[src/rtl/wb_load_writer_if.sv]
// wb_load_writer_if: MEM-to-WB handshake, data-SRAM response and register-file write bus
interface wb_load_writer_if;
  logic        ms_to_ws_valid;
  logic        ws_allowin;
  logic [31:0] ms_pc;
  logic [4:0]  ms_dest;
  logic [2:0]  ms_op;
  logic [1:0]  ms_addr_lo;
  logic [31:0] ms_result;
  logic        data_data_ok;
  logic [31:0] data_rdata;
  logic        ws_flush;
  logic [3:0]  rf_we;
  logic [4:0]  rf_waddr;
  logic [31:0] rf_wdata;
  logic [4:0]  ws_dest_valid;
  logic        ws_load_pending;
  logic [31:0] debug_wb_pc;
  logic [3:0]  debug_wb_rf_wen;
  modport master (
    output ms_to_ws_valid, ms_pc, ms_dest, ms_op, ms_addr_lo, ms_result, data_data_ok, data_rdata, ws_flush,
    input  ws_allowin, rf_we, rf_waddr, rf_wdata, ws_dest_valid, ws_load_pending, debug_wb_pc, debug_wb_rf_wen
  );
  modport slave (
    input  ms_to_ws_valid, ms_pc, ms_dest, ms_op, ms_addr_lo, ms_result, data_data_ok, data_rdata, ws_flush,
    output ws_allowin, rf_we, rf_waddr, rf_wdata, ws_dest_valid, ws_load_pending, debug_wb_pc, debug_wb_rf_wen
  );
endinterface

[src/rtl/wb_load_writer.sv]
// wb_load_writer: writeback stage that aligns load data and drives byte-enabled register-file writes
module wb_load_writer #(
  parameter int DISCARD_W = 2
) (
  input logic              clk,
  input logic              resetn,
  wb_load_writer_if.slave  bus
);
  localparam logic [2:0] OP_LB = 3'd1, OP_LBU = 3'd2, OP_LH = 3'd3, OP_LHU = 3'd4,
                         OP_LWL = 3'd5, OP_LWR = 3'd6, OP_ALU = 3'd7;
  logic                 ws_valid, data_buf_valid;
  logic [31:0]          ws_pc, ws_result, data_buf, d, wdata;
  logic [4:0]           ws_dest;
  logic [2:0]           ws_op;
  logic [1:0]           a;
  logic [DISCARD_W-1:0] discard_cnt;
  logic                 is_load, cnt_zero, arrive, ws_ready_go, retire, accept, cnt_inc, cnt_dec;
  logic [7:0]           byte_v;
  logic [15:0]          half_v;
  logic [3:0]           we;
  assign is_load     = ws_op != OP_ALU;
  assign cnt_zero    = discard_cnt == '0;
  assign arrive      = bus.data_data_ok && cnt_zero;
  assign ws_ready_go = !is_load || data_buf_valid || arrive;
  assign retire      = ws_valid && ws_ready_go && !bus.ws_flush;
  assign accept      = bus.ms_to_ws_valid && bus.ws_allowin && !bus.ws_flush;
  // a flushed load still owes a response unless it arrives in the flush cycle itself
  assign cnt_inc     = bus.ws_flush && ws_valid && is_load && !data_buf_valid && !arrive;
  assign cnt_dec     = bus.data_data_ok && !cnt_zero;
  assign d           = arrive ? bus.data_rdata : data_buf;
  assign byte_v      = d[{a, 3'b000} +: 8];
  assign half_v      = a[1] ? d[31:16] : d[15:0];
  always_comb begin
    we    = 4'hf;
    wdata = d;
    case (ws_op)
      OP_LB, OP_LBU: wdata = {{24{ws_op == OP_LB && byte_v[7]}}, byte_v};
      OP_LH, OP_LHU: wdata = {{16{ws_op == OP_LH && half_v[15]}}, half_v};
      OP_LWL: begin
        we    = 4'hf << ~a;
        wdata = d << {~a, 3'b000};
      end
      OP_LWR: begin
        we    = 4'hf >> a;
        wdata = d >> {a, 3'b000};
      end
      OP_ALU: wdata = ws_result;
      default: ;
    endcase
  end
  assign bus.ws_allowin      = !ws_valid || ws_ready_go;
  assign bus.rf_we           = retire && ws_dest != 5'd0 ? we : 4'h0;
  assign bus.rf_waddr        = ws_dest;
  assign bus.rf_wdata        = wdata;
  assign bus.ws_dest_valid   = ws_valid ? ws_dest : 5'd0;
  assign bus.ws_load_pending = ws_valid && is_load && !data_buf_valid && !arrive;
  assign bus.debug_wb_pc     = ws_pc;
  assign bus.debug_wb_rf_wen = bus.rf_we;
  always_ff @(posedge clk or negedge resetn) begin
    if (!resetn) begin
      ws_valid       <= 1'b0;
      data_buf_valid <= 1'b0;
      discard_cnt    <= '0;
      data_buf       <= '0;
      ws_pc          <= '0;
      ws_result      <= '0;
      ws_dest        <= '0;
      ws_op          <= '0;
      a              <= '0;
    end else begin
      ws_valid       <= accept || (ws_valid && !retire && !bus.ws_flush);
      data_buf_valid <= !bus.ws_flush && !retire && (data_buf_valid || (arrive && ws_valid && is_load));
      if (arrive) data_buf <= bus.data_rdata;
      if (accept) begin
        ws_pc     <= bus.ms_pc;
        ws_result <= bus.ms_result;
        ws_dest   <= bus.ms_dest;
        ws_op     <= bus.ms_op;
        a         <= bus.ms_addr_lo;
      end
      if (cnt_inc && !cnt_dec && !(&discard_cnt)) discard_cnt <= discard_cnt + DISCARD_W'(1);
      else if (cnt_dec && !cnt_inc) discard_cnt <= discard_cnt - DISCARD_W'(1);
    end
  end
  a_orphan_resp: assert property (@(posedge clk) disable iff (!resetn)
    bus.data_data_ok && cnt_zero |-> ws_valid && is_load);
endmodule
[src/flat_wrapper.sv]
// flat-port wrapper written by rule: the top's interface ports become plain ports
module wb_load_writer_flat 
#(
  parameter int DISCARD_W = 2
)
  (clk, resetn, bus_ms_to_ws_valid, bus_ms_pc, bus_ms_dest, bus_ms_op, bus_ms_addr_lo, bus_ms_result, bus_data_data_ok, bus_data_rdata, bus_ws_flush, bus_ws_allowin, bus_rf_we, bus_rf_waddr, bus_rf_wdata, bus_ws_dest_valid, bus_ws_load_pending, bus_debug_wb_pc, bus_debug_wb_rf_wen);
  wb_load_writer_if bus_i ();
  input logic clk;
  input logic resetn;
  input wire logic [$bits(bus_i.ms_to_ws_valid)-1:0] bus_ms_to_ws_valid;
  input wire logic [$bits(bus_i.ms_pc)-1:0] bus_ms_pc;
  input wire logic [$bits(bus_i.ms_dest)-1:0] bus_ms_dest;
  input wire logic [$bits(bus_i.ms_op)-1:0] bus_ms_op;
  input wire logic [$bits(bus_i.ms_addr_lo)-1:0] bus_ms_addr_lo;
  input wire logic [$bits(bus_i.ms_result)-1:0] bus_ms_result;
  input wire logic [$bits(bus_i.data_data_ok)-1:0] bus_data_data_ok;
  input wire logic [$bits(bus_i.data_rdata)-1:0] bus_data_rdata;
  input wire logic [$bits(bus_i.ws_flush)-1:0] bus_ws_flush;
  output wire logic [$bits(bus_i.ws_allowin)-1:0] bus_ws_allowin;
  output wire logic [$bits(bus_i.rf_we)-1:0] bus_rf_we;
  output wire logic [$bits(bus_i.rf_waddr)-1:0] bus_rf_waddr;
  output wire logic [$bits(bus_i.rf_wdata)-1:0] bus_rf_wdata;
  output wire logic [$bits(bus_i.ws_dest_valid)-1:0] bus_ws_dest_valid;
  output wire logic [$bits(bus_i.ws_load_pending)-1:0] bus_ws_load_pending;
  output wire logic [$bits(bus_i.debug_wb_pc)-1:0] bus_debug_wb_pc;
  output wire logic [$bits(bus_i.debug_wb_rf_wen)-1:0] bus_debug_wb_rf_wen;
  assign bus_i.ms_to_ws_valid = bus_ms_to_ws_valid;
  assign bus_i.ms_pc = bus_ms_pc;
  assign bus_i.ms_dest = bus_ms_dest;
  assign bus_i.ms_op = bus_ms_op;
  assign bus_i.ms_addr_lo = bus_ms_addr_lo;
  assign bus_i.ms_result = bus_ms_result;
  assign bus_i.data_data_ok = bus_data_data_ok;
  assign bus_i.data_rdata = bus_data_rdata;
  assign bus_i.ws_flush = bus_ws_flush;
  assign bus_ws_allowin = bus_i.ws_allowin;
  assign bus_rf_we = bus_i.rf_we;
  assign bus_rf_waddr = bus_i.rf_waddr;
  assign bus_rf_wdata = bus_i.rf_wdata;
  assign bus_ws_dest_valid = bus_i.ws_dest_valid;
  assign bus_ws_load_pending = bus_i.ws_load_pending;
  assign bus_debug_wb_pc = bus_i.debug_wb_pc;
  assign bus_debug_wb_rf_wen = bus_i.debug_wb_rf_wen;
  wb_load_writer #(.DISCARD_W(DISCARD_W)) u_core (.clk(clk), .resetn(resetn), .bus(bus_i));
endmodule
[config.mk]
export PLATFORM = sky130hd
export DESIGN_NAME = wb_load_writer_flat
export DESIGN_NICKNAME = d
export VERILOG_FILES = /design/src/rtl/wb_load_writer_if.sv /design/src/rtl/wb_load_writer.sv /design/src/flat_wrapper.sv
export SDC_FILE = /design/constraint.sdc
export NUM_CORES = 1
export LEC_CHECK = 0
export ABC_AREA = 1
export CORE_UTILIZATION = 31
export CTS_BUF_LIST = sky130_fd_sc_hd__clkbuf_4
export DETAILED_ROUTE_END_ITERATION = 12
export SYNTH_ARGS = -nofsm -noshare
export SYNTH_HDL_FRONTEND = slang
export SYNTH_SLANG_ARGS = --single-unit
[constraint.sdc]
create_clock -name clk -period 2.3 [get_ports clk]
set_input_delay 0.46 -clock clk [delete_from_list [all_inputs] [get_ports clk]]
set_output_delay 0.46 -clock clk [all_outputs]
set_load 0.1 [all_outputs]
==> flow_summary.yaml <==
status:
  status: "finished, violations left"
  violations: "setup timing"
clocking:
  cts_root_buf: "clkbuf_4"
  clockBufferDepth: 2
  path_clk_slew_ns: 0.21
  cts_sinks: 110
  cts_made_buffers: 9
  clkLatencyLatePin_ns: 0.51
  h-tree-depth: 3
  cts_tree: "yes"
critical_path:
  worstPathArrival_ns: 2.38
  crit_end: "bus_rf_wdata[24]"
  cp_data_required_time_ns: 1.84
  r2r_start: "u_core.discard_cnt[1]"
  crit_start: "u_core.discard_cnt[1]"
  start_kind: "flop"
  crit_fanout: 6
  worst_setup_path_end_kind: "output pin"
  r2r_end: "u_core.discard_cnt[1]"
  rr_worst_depth: 14
  critical_path_class: "flop to output pin"
  rrSetupSlack_ns: 0.21
sta:
  fin_crit_sh: 1.24
  hold_viol_final: 0
  final.setup.tns_ns: -19.99
  whs_ns: 0.424
  fin_crit_ns: 2.84
  worstMarginPinSlew_ns: 0.529
  maxSlewHeadroom: 0.647
  clock_skew_ns: 0.0323
  setup_violations: 42
  grt_setup_unrepaired: "yes"
  finalMaxSlewViolations: 0
  worst_slack_ns: -0.544
  fmaxAchievable_ghz: 0.352
yosys:
  synth_top_area_frac: 0.414
  synthArstFlopShare: 1.00
  yosysWarnings: 0
  ys_seq_area_frac: 0.414
  postSynthAreaPerCell_um2: 6.78
  syn_inst: 980
  synth_seq_cells: 110
  synth_cell_types: 31
  yosys_most_used_dff: "dfrtp_1"
  synthTopCellsByArea: "dfrtp_1, nand2_1, nand3_1"
  synth_edf_count: 0
  syn_nets: 1091
  synth_area_um2: 6650
  yosysTopAreaCell: "dfrtp_1"
route:
  dr.pass1.iters: 5
  first_iter_violations: 603
  wl_met2_um: 10700
  topRoutingLayerUsed: "met4"
  vias: 7163
  wl_met1_um: 10200
  viasPerCell: 4.78
  route.detailed.drc: 0
  wirelength_um: 23800
  wl_met3_um: 2230
  wl_per_cell_um: 15.9
  ant_nets: 0
placed_design:
  hpwl_um: 17100
  dpl_cell_area_um2: 9890
  place.gp.congestion: 0.903
  port_buffers: 194
global_routing:
  grt_pass1_vias: 6925
  grt_max_degree: 59
  grt_overflow: 0
  antenna_found_initial: 1
  grt_pass1_wl_um: 37400
  grt_usage: 0.221
floorplan:
  num_rows: 53
  die_x_um: 148
  core_area_um2: 21000
  fp.dieH_um: 148
  ios: 195
  initial_core_util: 0.316
  dieArea_um2: 22000
layout:
  area_growth_pct: 60.7
  final_core_util: 0.508
  nets: 1329
  mostFrequentLayoutCells: "nand2_1, inv_1, clkdlybuf4s50_1"
  drive_gt1_frac: 0.262
  n_fill_cell: 2013
  final_common_cell: "nand2_1"
  design_area_um2: 10700
power_and_ir_drop:
  ir_worst_vdd_v: 0.000479
  power_density_nw_per_um2: 923
  power_mw: 9.86
  p_leak_nw: 5.46
hold_path:
  min_path_type: "input port to asynchronous set/reset pin"
job:
  cap_violations: 0
## area by class of cell
class,count,area (um^2),area share
Inverter,168,636,0.0595
Clock inverter,6,66.3,0.00621
Timing Repair Buffer,280,3220,0.302
Clock buffer,10,75.1,0.00703
Multi-Input combinational cell,649,3570,0.334
Antenna cell,1,2.50,0.000234
Sequential cell,110,2770,0.259
Tap cell,275,344,0.0322
## worst max-delay path: stages, from the launching register on
cell	delay (ns)
dfrtp_1	0.45
nor2_4	0.13
buf_12	0.14
buf_6	0.10
nand3b_1	0.12
nand3_2	0.14
nand3_4	0.09
nand3_4	0.09
buf_12	0.13
nand2_8	0.10
nor2_2	0.13
nand2_2	0.09
buf_12	0.17
## how the worst min path moves through the flow
stage,to,from,slack [ns]
after floorplan,u_core.a[0],resetn,0.16
after global placement,u_core.bus.debug_wb_pc[1],resetn,0.47
after detailed placement,u_core.bus.debug_wb_pc[1],resetn,0.48
after CTS,u_core.bus.debug_wb_pc[1],resetn,0.42
after global routing,u_core.bus.debug_wb_pc[30],bus_ms_pc[30],0.42
final,u_core.bus.debug_wb_pc[1],resetn,0.42
## through the flow
| stage | instances | setup slack (ns) |
|---|---|---|
| 6_report | 1499 | -0.544 |
| 5_1_grt | 1499 | -0.665 |
| 4_1_cts | 1495 | -0.553 |
| 3_5_place_dp | 1468 | -0.443 |
| 3_3_place_gp | 1468 | -0.416 |
| 2_1_floorplan | 980 | -0.316 |
## report_power, final
| part | switching [mW] | total (mW) | internal (mW) |
|---|---|---|---|
| Clock | 0.769 | 1.03 | 0.263 |
| Sequential | 0.170 | 2.40 | 2.23 |
| Combinational | 4.31 | 6.43 | 2.12 |
| Total | 5.25 | 9.86 | 4.61 |
## cell usage after synthesis, types with 3 or more instances
master and count:
nand2_1 307, inv_1 164, nand3_1 144, dfrtp_1 110, o21ai_1 75, nor2_1 39, a21oi_1 20, buf_2 20
buf_4 15, nand3b_1 15, nand4_1 14, clkbuf_1 12, nand3_2 5, o211ai_1 5, buf_1 4, o2111ai_1 4
and2_1 3, buf_6 3, inv_2 3, nor2_2 3, nor3_1 3, o21ai_0 3
## state kept, by name (all words and copies together) (netlist names), 2 cells and up
register	flops
u_core.ws_result	32
u_core.bus.debug_wb_pc	32
u_core.bus.rf_waddr	5
u_core.a	2
u_core.discard_cnt	2
u_core.ws_op	3
u_core.data_buf	32
## per-layer routing
metal / up-vias / GRT usage
met4: 0 / 0.0887
li1: 3560 / -
met3: 44 / 0.0678
met1: 3258 / 0.287
met2: 301 / 0.343
met5: - / 0
## cell families (layout without fill, tap and decap cells)
group,after synthesis,in the layout,synth area share
other,0,1,0
buffers and inverters,222,464,0.141
AO/OA/AOI/OAI,110,110,0.0886
AND/OR/NAND/NOR,538,539,0.356
flip-flops,110,110,0.414
## timing repair
action / in CTS / in global routing
setup endpoints to repair: 42 / 42
pin swaps: 21 / 12
hold buffers: 1 / 0
resized for setup: 73 / 34
setup buffers: 6 / 2
hold endpoints to repair: 31 / 0
cloned: 4 / 1
No activity file was read; power rests on OpenSTA's default activity.
